===== config.mk =====
export PLATFORM = sky130hd
export DESIGN_NAME = comparator_seq_ctrl
export DESIGN_NICKNAME = d
export VERILOG_FILES = /design/src/rtl/comparator_pkg.sv /design/src/rtl/comparator_4_bit.sv /design/src/rtl/comparator_seq_ctrl.sv
export SDC_FILE = /design/constraint.sdc
export NUM_CORES = 1
export LEC_CHECK = 0
export BUFFER_PORTS_ARGS = -buffer_cell sky130_fd_sc_hd__buf_2
export CELL_PAD_IN_SITES_DETAIL_PLACEMENT = 1
export CELL_PAD_IN_SITES_GLOBAL_PLACEMENT = 1
export CORE_ASPECT_RATIO = 1.1
export CORE_MARGIN = 5
export CORE_UTILIZATION = 37
export CTS_CLUSTER_DIAMETER = 40
export CTS_CLUSTER_SIZE = 24
export DETAILED_ROUTE_END_ITERATION = 8
export MAX_ROUTING_LAYER = met4
export PLACE_DENSITY = 0.84
export SYNTH_ARGS = -nofsm -noshare
export SYNTH_HDL_FRONTEND = slang
export SYNTH_HIERARCHICAL = 1
export SYNTH_SLANG_ARGS = --single-unit

===== constraint.sdc =====
create_clock -name clk -period 2.15 [get_ports clk]
set_input_delay 0.215 -clock clk [delete_from_list [all_inputs] [get_ports clk]]
set_output_delay 0.215 -clock clk [all_outputs]
set_load 0.03 [all_outputs]

===== src/rtl/comparator_pkg.sv =====
// Shared types and constants for the nibble-serial magnitude comparator.
package comparator_pkg;

    typedef enum logic [1:0] {
        IDLE = 2'd0,
        RUN  = 2'd1,
        DONE = 2'd2
    } state_e;

    localparam int NIB_W = 4;

    localparam logic [2:0] CASC_GT = 3'b100;
    localparam logic [2:0] CASC_EQ = 3'b010;
    localparam logic [2:0] CASC_LT = 3'b001;

    // Anything other than a single asserted flag is treated as "equal so far".
    function automatic logic [2:0] casc_norm(input logic [2:0] c);
        logic [2:0] r;
        r = CASC_EQ;
        unique case (c)
            CASC_GT, CASC_EQ, CASC_LT: r = c;
            default:                   r = CASC_EQ;
        endcase
        return r;
    endfunction

endpackage


===== src/rtl/comparator_4_bit.sv =====
// 4-bit unsigned magnitude comparator with cascade inputs.
module comparator_4_bit (
    input  logic [3:0] a,
    input  logic [3:0] b,
    input  logic       i_a_gt_b,
    input  logic       i_a_eq_b,
    input  logic       i_a_lt_b,
    output logic       o_a_gt_b,
    output logic       o_a_eq_b,
    output logic       o_a_lt_b
);

    always_comb begin
        o_a_gt_b = 1'b0;
        o_a_eq_b = 1'b0;
        o_a_lt_b = 1'b0;
        if (a > b) begin
            o_a_gt_b = 1'b1;
        end else if (a < b) begin
            o_a_lt_b = 1'b1;
        end else begin
            o_a_gt_b = i_a_gt_b;
            o_a_eq_b = i_a_eq_b;
            o_a_lt_b = i_a_lt_b;
        end
    end

endmodule


===== src/rtl/comparator_seq_ctrl.sv =====
// Wide unsigned compare by walking one shared 4-bit comparator
// from the low nibble upward, one nibble per cycle.
module comparator_seq_ctrl
    import comparator_pkg::*;
#(
    parameter int WIDTH = 16
) (
    input  logic             clk,
    input  logic             rst_n,
    input  logic             i_start,
    input  logic [WIDTH-1:0] a,
    input  logic [WIDTH-1:0] b,
    input  logic             i_a_gt_b,
    input  logic             i_a_eq_b,
    input  logic             i_a_lt_b,
    output logic             o_ready,
    output logic             o_busy,
    output logic             o_done,
    output logic             o_a_gt_b,
    output logic             o_a_eq_b,
    output logic             o_a_lt_b
);

    localparam int N  = WIDTH / NIB_W;
    localparam int SW = (N > 1) ? $clog2(N) : 1;

    state_e           state_q, state_d;
    logic [SW-1:0]    step_q, step_d;
    logic [WIDTH-1:0] a_q, a_d;
    logic [WIDTH-1:0] b_q, b_d;
    logic [2:0]       casc_q, casc_d;
    logic [2:0]       flags_q, flags_d;

    logic [WIDTH-1:0] a_sh, b_sh;
    logic [2:0]       cmp_out;

    assign a_sh = a_q >> {step_q, 2'b00};
    assign b_sh = b_q >> {step_q, 2'b00};

    comparator_4_bit u_cmp (
        .a        (a_sh[NIB_W-1:0]),
        .b        (b_sh[NIB_W-1:0]),
        .i_a_gt_b (casc_q[2]),
        .i_a_eq_b (casc_q[1]),
        .i_a_lt_b (casc_q[0]),
        .o_a_gt_b (cmp_out[2]),
        .o_a_eq_b (cmp_out[1]),
        .o_a_lt_b (cmp_out[0])
    );

    always_comb begin
        state_d = state_q;
        step_d  = step_q;
        a_d     = a_q;
        b_d     = b_q;
        casc_d  = casc_q;
        flags_d = flags_q;
        unique case (state_q)
            IDLE, DONE: begin
                state_d = IDLE;
                if (i_start) begin
                    a_d     = a;
                    b_d     = b;
                    casc_d  = casc_norm({i_a_gt_b, i_a_eq_b, i_a_lt_b});
                    step_d  = '0;
                    state_d = RUN;
                end
            end
            RUN: begin
                casc_d = cmp_out;
                step_d = step_q + SW'(1);
                if (step_q == SW'(N - 1)) begin
                    flags_d = cmp_out;
                    state_d = DONE;
                end
            end
            default: state_d = IDLE;
        endcase
    end

    always_ff @(posedge clk or negedge rst_n) begin
        if (!rst_n) begin
            state_q <= IDLE;
            step_q  <= '0;
            a_q     <= '0;
            b_q     <= '0;
            casc_q  <= '0;
            flags_q <= '0;
        end else begin
            state_q <= state_d;
            step_q  <= step_d;
            a_q     <= a_d;
            b_q     <= b_d;
            casc_q  <= casc_d;
            flags_q <= flags_d;
        end
    end

    assign o_ready  = (state_q != RUN);
    assign o_busy   = (state_q == RUN);
    assign o_done   = (state_q == DONE);
    assign o_a_gt_b = flags_q[2];
    assign o_a_eq_b = flags_q[1];
    assign o_a_lt_b = flags_q[0];

endmodule


==> flow_summary_export.csv, run 1 <==
group,metric,value,unit
status,status,"finished with violations",
status,violations,"setup timing",
power,p_per_area,1780,nW/um2
global_routing,antenna_found_initial,0,
power,p_leak,1.29,nW
finish,drive_gt1_share,34.0,%
logic_synthesis,ys_types,30,
timing,fin_crit_sh,105,%
clocking,insertion_delay,0.29,ns
global_routing,overflow,0,
drt,dr.pass1.iters,4,
finish,mostFrequentLayoutCells,"nand2_1, buf_2, dfrtp_1, mux4_2, buf_4",
timing,drv_slew,0,
clocking,cts_buffer_depth,2,
drt,vias_per_cell,4.68,
drt,wl_met3,188,um
global_routing,grt_pass1_wl,8050,um
timing,postLayoutSetupSlackWorst,-0.104,ns
worst_setup_path,crit_type,"flop to flop",
drt,first_iter_violations,43,
drt,post_drt_wl_per_cell,14.8,um
worst_setup_path,end_kind,"flop",
worst_setup_path,crit_path_max_fanout,3,
worst_setup_path,critPathArrivalTime,2.43,ns
die,std_cell_rows,28,
worst_setup_path,worstPathRequired,2.32,ns
die,die_h,86.8,um
logic_synthesis,synth_nets,244,
logic_synthesis,syn_inst,201,
drt,highest_layer,"met4",
clocking,cts_num_sinks,42,
die,initial_core_util,37.5,%
clocking,clk_pin_slew_worst_paths,0.08,ns
logic_synthesis,yosys.area.top_type,"dfrtp_1",
global_routing,grt_max_degree,43,
global_routing,grt_pass1_vias,1651,
drt,vias,1522,
timing,hold_ws,0.0593,ns
logic_synthesis,ys_ff_latch,42,
clocking,cts_root_buf,"clkbuf_8",
drt,wl_met1,1970,um
job,cap_violations,0,
placement,hpwl,3540,um
clocking,cts_tree,"built",
finish,insertedDiodeCount,0,
die,core,5290,um2
die,die_area,6930,um2
die,io_pins,44,
clocking,cts_buffers,5,
clocking,holdBufCountCts,0,
finish,syn2layout_area_growth,25.0,%
logic_synthesis,synth_top_cell_area_share,53.0,%
logic_synthesis,synth.yosys.warnings,6,
timing,max_freq,444,MHz
placement,port_buffers,43,
finish,fillers,611,
timing,period_minus_slack,2.25,ns
power,peakVddDrop,0.571,mV
finish,nNetsFinal,292,
timing,worstMarginPinSlew,0.919,ns
clocking,htree_levels,2,
logic_synthesis,synthesis.area,1980,um2
drt,routed-wl-met2,2570,um
logic_synthesis,synth_top_cells_by_area,"dfrtp_1, nand2_1, mux4_2",
worst_setup_path,start_kind,"flop",
drt,drc,0,
drt,drtAntennaViolNets,0,
worst_hold_path,hold_path.class,"input pin to async pin",
placement,gp_congestion,0.790,
timing,setup_viol,5,
logic_synthesis,avgSynthCellArea,9.87,um2
power,power.total,4.42,mW
placement,dpl_worst_slack,-0.143,ns
timing,fin_skew,0.00279,ns
die,dieWidth,79.8,um
global_routing,grt_usage,15.5,%
drt,totalWireLength,4810,um
finish,final_common_cell,"nand2_1",
timing,finalHoldViolCount,0,
timing,rsz0062_at_grt,"yes",
timing,max_slew_margin,38.7,%
logic_synthesis,seq_area_frac_synth,53.0,%
## layout make-up
cell class / instances / area (um2) / share of cell area [%]
tap: 75 / 93.8 / 3.78
inverter: 7 / 31.3 / 1.26
multi-input combinational: 141 / 922 / 37.2
clock inverter: 1 / 5.00 / 0.202
clock buffer: 7 / 86.3 / 3.48
timing repair buffer: 52 / 290 / 11.7
sequential: 42 / 1050 / 42.4
## power by group
group	switching (mW)	internal, mW
Clock	0.254	0.259
Sequential	0.247	1.16
Combinational	1.24	1.25
Total	1.75	2.67
## path summary, 6_finish.rpt
check,startpoint,cells after the start,slack [ns],to
setup / recovery,step_q[0]$_DFFE_PN0P_,7,-0.10,flags_q[0]$_DFFE_PN0P_
hold / removal,rst_n,1,0.06,a_q[8]$_DFFE_PN0P_
setup reg to reg,step_q[0]$_DFFE_PN0P_,7,-0.10,flags_q[0]$_DFFE_PN0P_
hold reg to reg,b_q[8]$_DFFE_PN0P_,2,0.47,b_q[8]$_DFFE_PN0P_
max in group asynchronous,rst_n,1,1.52,step_q[1]$_DFFE_PN0P_
min in group clk,a[5],3,0.11,a_q[5]$_DFFE_PN0P_
## per-stage QoR
stage          cell area [um2]  setup TNS [ns]  util (%)  std cells
2_1_floorplan             1990        -0.00676         -        201
3_3_place_gp              2290         -0.0277      43.3        315
3_5_place_dp              2290          -0.421      43.3        315
4_1_cts                   2430          -0.582      46.0        325
5_1_grt                   2480          -0.674      46.9        325
6_report                  2480          -0.345      46.9        325
## kinds of logic (layout without fill, tap and decap cells)
kind of cell / after synthesis / after routing / synth area share (%)
AO/OA/AOI/OAI: 13 / 13 / 4.61
XOR/XNOR: 1 / 1 / 0.442
adder cells (fa/ha/maj): 5 / 5 / 3.15
buffers and inverters: 18 / 67 / 4.42
flip-flops: 42 / 42 / 53.0
multiplexers: 11 / 11 / 10.8
AND/OR/NAND/NOR: 111 / 111 / 23.6
## worst max-delay path, stage by stage, from the launching register on
cell and delay (ns):
dfrtp_1 0.41, buf_6 0.14, mux4_2 0.54, ha_4 0.29
nor2b_4 0.15, o211ai_4 0.10, a22o_1 0.24, mux2_4 0.27
## cells in the mapped netlist
| master | n |
|---|---|
| and4_1 | 1 |
| a22oi_1 | 1 |
| dfrtp_1 | 42 |
| xnor2_1 | 1 |
| and2b_1 | 2 |
| inv_1 | 6 |
| nor2_1 | 2 |
| buf_2 | 9 |
| a22o_1 | 2 |
| nor3_1 | 1 |
| o21ai_0 | 4 |
| a221o_1 | 1 |
| nand2_1 | 98 |
| ha_1 | 5 |
| nor4b_1 | 1 |
| mux2_2 | 1 |
| o211ai_2 | 1 |
| nand2b_1 | 1 |
| nand2_2 | 1 |
| nand3_1 | 1 |
| mux2_1 | 2 |
| buf_4 | 1 |
| buf_1 | 1 |
| a21oi_2 | 1 |
| a21oi_1 | 3 |
| or4b_1 | 1 |
| nand2b_4 | 1 |
| nor2b_4 | 1 |
| mux4_2 | 8 |
| inv_6 | 1 |
## sequential cells by signal, summed over array words and instances (netlist names)
name / flops
a_q: 16
b_q: 16
casc_q: 3
flags_q: 3
state_q: 2
step_q: 2
## repair_timing
action | in CTS | in global routing
setup buffers | 2 | 0
setup endpoints to repair | 5 | 6
cloned | 0 | 0
pin swaps | 4 | 5
resized for setup | 8 | 12
## layer usage
metal  up-vias  GRT usage, %
li1        744             -
met1       743          18.3
met2        31          26.3
met3         4          2.70
met4         0          5.99
met5         -             -
(Power assumes the default switching activity.)
==> inputs of run 2 (changes only) <==
==> constraint.sdc (replaced) <==
create_clock -name clk -period 2.15 [get_ports clk]
set_input_delay 0.43 -clock clk [delete_from_list [all_inputs] [get_ports clk]]
set_output_delay 0.43 -clock clk [all_outputs]
set_load 0.03 [all_outputs]
==> flow_summary_export.csv, run 2 (synthesis gave the netlist of run 1 again) <==
group,metric,value,unit
status,status,"finished with violations",
status,violations,"setup timing",
power,p_per_area,1710,nW/um2
clocking,cts_tree,"built",
placement,port_buffers,43,
power,p_leak,1.29,nW
drt,totalWireLength,5020,um
finish,syn2layout_area_growth,24.7,%
finish,insertedDiodeCount,0,
drt,post_drt_wl_per_cell,15.5,um
power,power.total,4.22,mW
power,p_clk_share,14.4,%
worst_setup_path,crit_path_max_fanout,3,
placement,hpwl,3700,um
finish,drive_gt1_share,31.7,%
power,peakVddDrop,0.555,mV
worst_hold_path,hold_path.class,"input pin to async pin",
timing,worstMarginPinSlew,0.419,ns
timing,max_slew_margin,72.1,%
global_routing,overflow,0,
clocking,cts_buffers,5,
die,std_cell_rows,28,
clocking,htree_levels,2,
worst_setup_path,r2r-start,"step_q[0]$_DFFE_PN0P_",
timing,tns,-0.257,ns
placement,gp_congestion,0.776,
worst_setup_path,cp_cell_sequence,"buf_6 -> mux4_2 -> ha_4 -> nor2b_4 -> o211ai_4 -> a22o_1 -> mux2_4",
timing,setup_viol,5,
timing,rsz0062_at_grt,"yes",
die,die_h,86.8,um
timing,finalHoldViolCount,0,
worst_setup_path,r2r_slack,-0.11,ns
power,switching_share,39.1,%
clocking,cts_buffer_depth,2,
drt,drc,0,
drt,vias_per_cell,4.75,
power,p_switching,1.65,mW
global_routing,grt_max_degree,43,
die,dieWidth,79.8,um
global_routing,grt_pass1_wl,8270,um
worst_setup_path,cpPeakStageDelay,0.54,ns
finish,largest_registers,"a_q (16), b_q (16)",
die,initial_core_util,37.5,%
worst_setup_path,worstPathRequired,2.33,ns
worst_setup_path,cp_slowest_cell,"mux4_2",
drt,vias,1539,
die,core,5290,um2
drt,drtAntennaViolNets,0,
clocking,cts_num_sinks,42,
timing,max_freq,443,MHz
worst_setup_path,critPathArrivalTime,2.44,ns
die,die_area,6930,um2
finish,mostFrequentLayoutCells,"nand2_1, buf_2, dfrtp_1, mux4_2",
drt,first_iter_violations,55,
worst_setup_path,path_depth,7,
worst_setup_path,setup.worst_path.start,"step_q[0]$_DFFE_PN0P_",
timing,fin_skew,0.00701,ns
global_routing,grt_pass1_vias,1750,
worst_setup_path,start_kind,"flop",
worst_setup_path,crit_type,"flop to flop",
timing,postLayoutSetupSlackWorst,-0.109,ns
job,cap_violations,0,
timing,fin_crit_sh,105,%
worst_setup_path,end_kind,"flop",
clocking,clk_pin_slew_worst_paths,0.08,ns
timing,drv_slew,0,
clocking,holdBufCountCts,0,
clocking,insertion_delay,0.29,ns
worst_setup_path,crit_end,"flags_q[0]$_DFFE_PN0P_",
clocking,cts_setup_buffers,0,
finish,nNetsFinal,291,
worst_setup_path,cp_top_family,"multiplexers",
worst_setup_path,cp_num_buf_inv,1,
power,pwr-share-comb,51.7,%
clocking,cts_root_buf,"clkbuf_8",
global_routing,grt_usage,16.0,%
finish,fin_cells,324,
die,io_pins,44,
worst_setup_path,reg2reg_depth,7,
timing,period_minus_slack,2.26,ns
placement,dpl_worst_slack,-0.139,ns
global_routing,antenna_found_initial,0,
finish,final_common_cell,"nand2_1",
placement,dpl.cell_count,316,
power,seqPwrFrac,33.9,%
worst_setup_path,r2r-end,"flags_q[0]$_DFFE_PN0P_",
power,p_int,2.57,mW
drt,dr.pass1.iters,4,
-- run 2: power by group through the flow --
stage / clock network, mW / logic (mW) / registers (mW)
global placement: 0 / 1.78 / 1.40
floorplan: 0 / 1.42 / 1.35
detailed placement: 0 / 1.91 / 1.44
CTS: 0.620 / 2.02 / 1.43
finish: 0.607 / 2.18 / 1.43
global route: 0.657 / 2.42 / 1.47
-- run 2: worst min path at each step --
| stage | cells past startpoint | endpoint | slack (ns) | from |
|---|---|---|---|---|
| 2_1_floorplan | 0 | a_q[0]$_DFFE_PN0P_ | 0.13 | rst_n |
| 3_5_place_dp | 2 | a_q[8]$_DFFE_PN0P_ | 0.43 | rst_n |
| 3_3_place_gp | 2 | a_q[8]$_DFFE_PN0P_ | 0.42 | rst_n |
| 6_report | 2 | a_q[4]$_DFFE_PN0P_ | 0.11 | rst_n |
| 4_1_cts | 2 | a_q[8]$_DFFE_PN0P_ | 0.11 | rst_n |
| 5_1_grt | 2 | b_q[2]$_DFFE_PN0P_ | 0.11 | rst_n |
-- run 2: worst reg2reg max path: stages (launching register included) --
cell	delay, ns
dfrtp_1	0.42
buf_6	0.14
mux4_2	0.54
ha_4	0.29
nor2b_4	0.15
o211ai_4	0.10
a22o_1	0.24
mux2_4	0.27
-- run 2: final cells by class --
class,count,area (um2)
Inverter,7,31.3
Fill cell,608,2820
Timing Repair Buffer,51,295
Clock inverter,1,30.0
Sequential cell,42,1050
Tap cell,75,93.8
Clock buffer,7,76.3
Multi-Input combinational cell,141,895
-- run 2: what timing repair did --
item	CTS	global route
gates resized for setup	3	7
pin swaps	1	2
endpoints found under the setup margin	5	6
endpoints found under the hold margin	0	0
-- run 2: metrics by stage --
stage / utilization (%) / area, um2 / hold WS, ns
3_5_place_dp: 43.6 / 2310 / 0.428
3_3_place_gp: 43.6 / 2310 / 0.417
5_1_grt: 46.7 / 2470 / 0.106
4_1_cts: 46.1 / 2440 / 0.108
2_1_floorplan: - / 1990 / 0.134
6_report: 46.7 / 2470 / 0.108
-- run 2: layer usage --
layer | up-vias | track usage (%) | routed length (um) | part of all wire (%)
li1 | 741 | - | - | -
met1 | 757 | 18.2 | 2070 | 41
met2 | 33 | 29.0 | 2690 | 54
met3 | 8 | 2.91 | 185 | 3.7
met4 | 0 | 4.15 | 76 | 1.5
met5 | - | - | 0 | 0
==> inputs of run 3 (changes only) <==
--- a/config.mk
+++ b/config.mk
@@ -10,12 +10,12 @@
 export CELL_PAD_IN_SITES_GLOBAL_PLACEMENT = 1
 export CORE_ASPECT_RATIO = 1.1
 export CORE_MARGIN = 5
-export CORE_UTILIZATION = 37
+export CORE_UTILIZATION = 41
 export CTS_CLUSTER_DIAMETER = 40
 export CTS_CLUSTER_SIZE = 24
 export DETAILED_ROUTE_END_ITERATION = 8
 export MAX_ROUTING_LAYER = met4
-export PLACE_DENSITY = 0.84
+export PLACE_DENSITY = 0.88
 export SYNTH_ARGS = -nofsm -noshare
 export SYNTH_HDL_FRONTEND = slang
 export SYNTH_HIERARCHICAL = 1
==> constraint.sdc (replaced) <==
create_clock -name clk -period 2.2 [get_ports clk]
set_input_delay 0.44 -clock clk [delete_from_list [all_inputs] [get_ports clk]]
set_output_delay 0.44 -clock clk [all_outputs]
set_load 0.03 [all_outputs]
==> flow_summary_export.csv, run 3 (synthesis gave the netlist of run 1 again) <==
group,metric,value,unit
placement,port_buffers,43,
timing,period_minus_slack,2.28,ns
clocking,cts_root_buf,"clkbuf_8",
die,core,4680,um2
worst_setup_path,critPathArrivalTime,2.47,ns
timing,fin_crit_sh,104,%
die,die_area,6330,um2
drt,first_iter_violations,65,
placement,hpwl,3330,um
clocking,cts_setup_buffers,0,
timing,finalHoldViolCount,0,
finish,nNetsFinal,290,
drt,dr.pass1.iters,3,
global_routing,grt_pass1_wl,7940,um
worst_setup_path,cp_cell_sequence,"buf_6 -> mux4_2 -> ha_4 -> nor2b_4 -> o211ai_4 -> a22o_1 -> mux2_4",
drt,drtAntennaViolNets,0,
finish,largest_registers,"a_q (16), b_q (16)",
die,initial_core_util,42.3,%
worst_setup_path,crit_path_max_fanout,3,
status,status,"finished with violations",
power,peakVddDrop,0.566,mV
clocking,clk_pin_slew_worst_paths,0.08,ns
finish,final_common_cell,"nand2_1",
finish,stdcell_area,2430,um2
worst_setup_path,end_kind,"flop",
timing,rsz0062_at_grt,"yes",
drt,vias,1514,
global_routing,grt_max_degree,43,
finish,drive_gt1_share,32.7,%
clocking,cts_tree,"built",
drt,wl_met3,215,um
timing,max_freq,438,MHz
finish,multiInputGateArea,897,um2
worst_hold_path,hold_path.class,"input pin to async pin",
drt,wl_met1,1990,um
worst_setup_path,cpPeakStageDelay,0.54,ns
drt,routed-wl-met2,2330,um
timing,worstMarginPinSlew,0.530,ns
worst_setup_path,cp_num_buf_inv,1,
worst_setup_path,cp_top_family,"multiplexers",
worst_setup_path,start_kind,"flop",
placement,placed_area,2260,um2
global_routing,antenna_found_initial,0,
power,power.total,4.09,mW
die,io_pins,44,
global_routing,grt_usage,16.1,%
clocking,cts_num_sinks,42,
power,p_leak,1.28,nW
timing,tns,-0.110,ns
worst_setup_path,worstPathRequired,2.38,ns
drt,post_drt_wl_per_cell,15.1,um
timing,hold_ws,0.203,ns
die,std_cell_rows,26,
timing,postLayoutSetupSlackWorst,-0.0844,ns
drt,vias_per_cell,4.98,
timing,setup_viol,2,
finish,fillers,571,
drt,totalWireLength,4590,um
finish,mostFrequentLayoutCells,"nand2_1, buf_2, dfrtp_1, mux4_2",
power,p_per_area,1680,nW/um2
finish,syn2layout_area_growth,22.7,%
worst_setup_path,cp_slowest_cell,"mux4_2",
global_routing,grt_pass1_vias,1727,
clocking,cts_buffers,5,
timing,drv_slew,0,
die,dieWidth,76.3,um
placement,dpl_worst_slack,-0.0904,ns
placement,gp_congestion,0.854,
clocking,htree_levels,2,
timing,max_slew_margin,64.7,%
clocking,insertion_delay,0.29,ns
status,violations,"setup timing",
job,cap_violations,0,
finish,insertedDiodeCount,0,
drt,drc,0,
global_routing,overflow,0,
drt,highest_layer,"met4",
clocking,cts_buffer_depth,2,
timing,fin_skew,0.00542,ns
die,die_h,82.9,um
finish,seq_area,1050,um2
worst_setup_path,crit_type,"flop to flop",
[run 3: routing by layer]
layer,track usage [%],up-vias
met2,25.2,36
met5,-,-
met1,19.4,736
met3,5.19,4
li1,-,738
met4,6.20,0
[run 3: worst paths after layout]
path,startpoint,to,slack (ns),depth (start not counted)
setup / recovery,step_q[0]$_DFFE_PN0P_,flags_q[0]$_DFFE_PN0P_,-0.08,7
hold / removal,rst_n,a_q[14]$_DFFE_PN0P_,0.20,2
setup reg to reg,step_q[0]$_DFFE_PN0P_,flags_q[0]$_DFFE_PN0P_,-0.08,7
hold reg to reg,b_q[0]$_DFFE_PN0P_,b_q[0]$_DFFE_PN0P_,0.48,2
max in group asynchronous,rst_n,state_q[0]$_DFFE_PN0P_,1.63,2
min in group clk,a[12],a_q[12]$_DFFE_PN0P_,0.33,3
[run 3: report_power, final]
group	internal (mW)	switching [mW]
clock	0.334	0.261
sequential	1.14	0.241
combinational	1.04	1.08
total	2.51	1.58
[run 3: stage by stage]
step           cells  utilization, %
2_1_floorplan    201               -
5_1_grt          304            51.9
3_3_place_gp     296            48.3
4_1_cts          304            51.0
6_report         304            51.9
3_5_place_dp     296            48.3
[run 3: final cells by class]
class	count	share of cell area [%]
timing repair buffer	50	11.3
tap	56	2.88
clock inverter	3	1.65
multi-input combinational	141	36.9
clock buffer	5	2.83
sequential	42	43.2
inverter	7	1.29
[run 3: what timing repair did]
item                       in CTS  in global routing
hold buffers                    0                  0
setup endpoints to repair       4                  6
pin swaps                       1                  4
resized for setup               2                  9
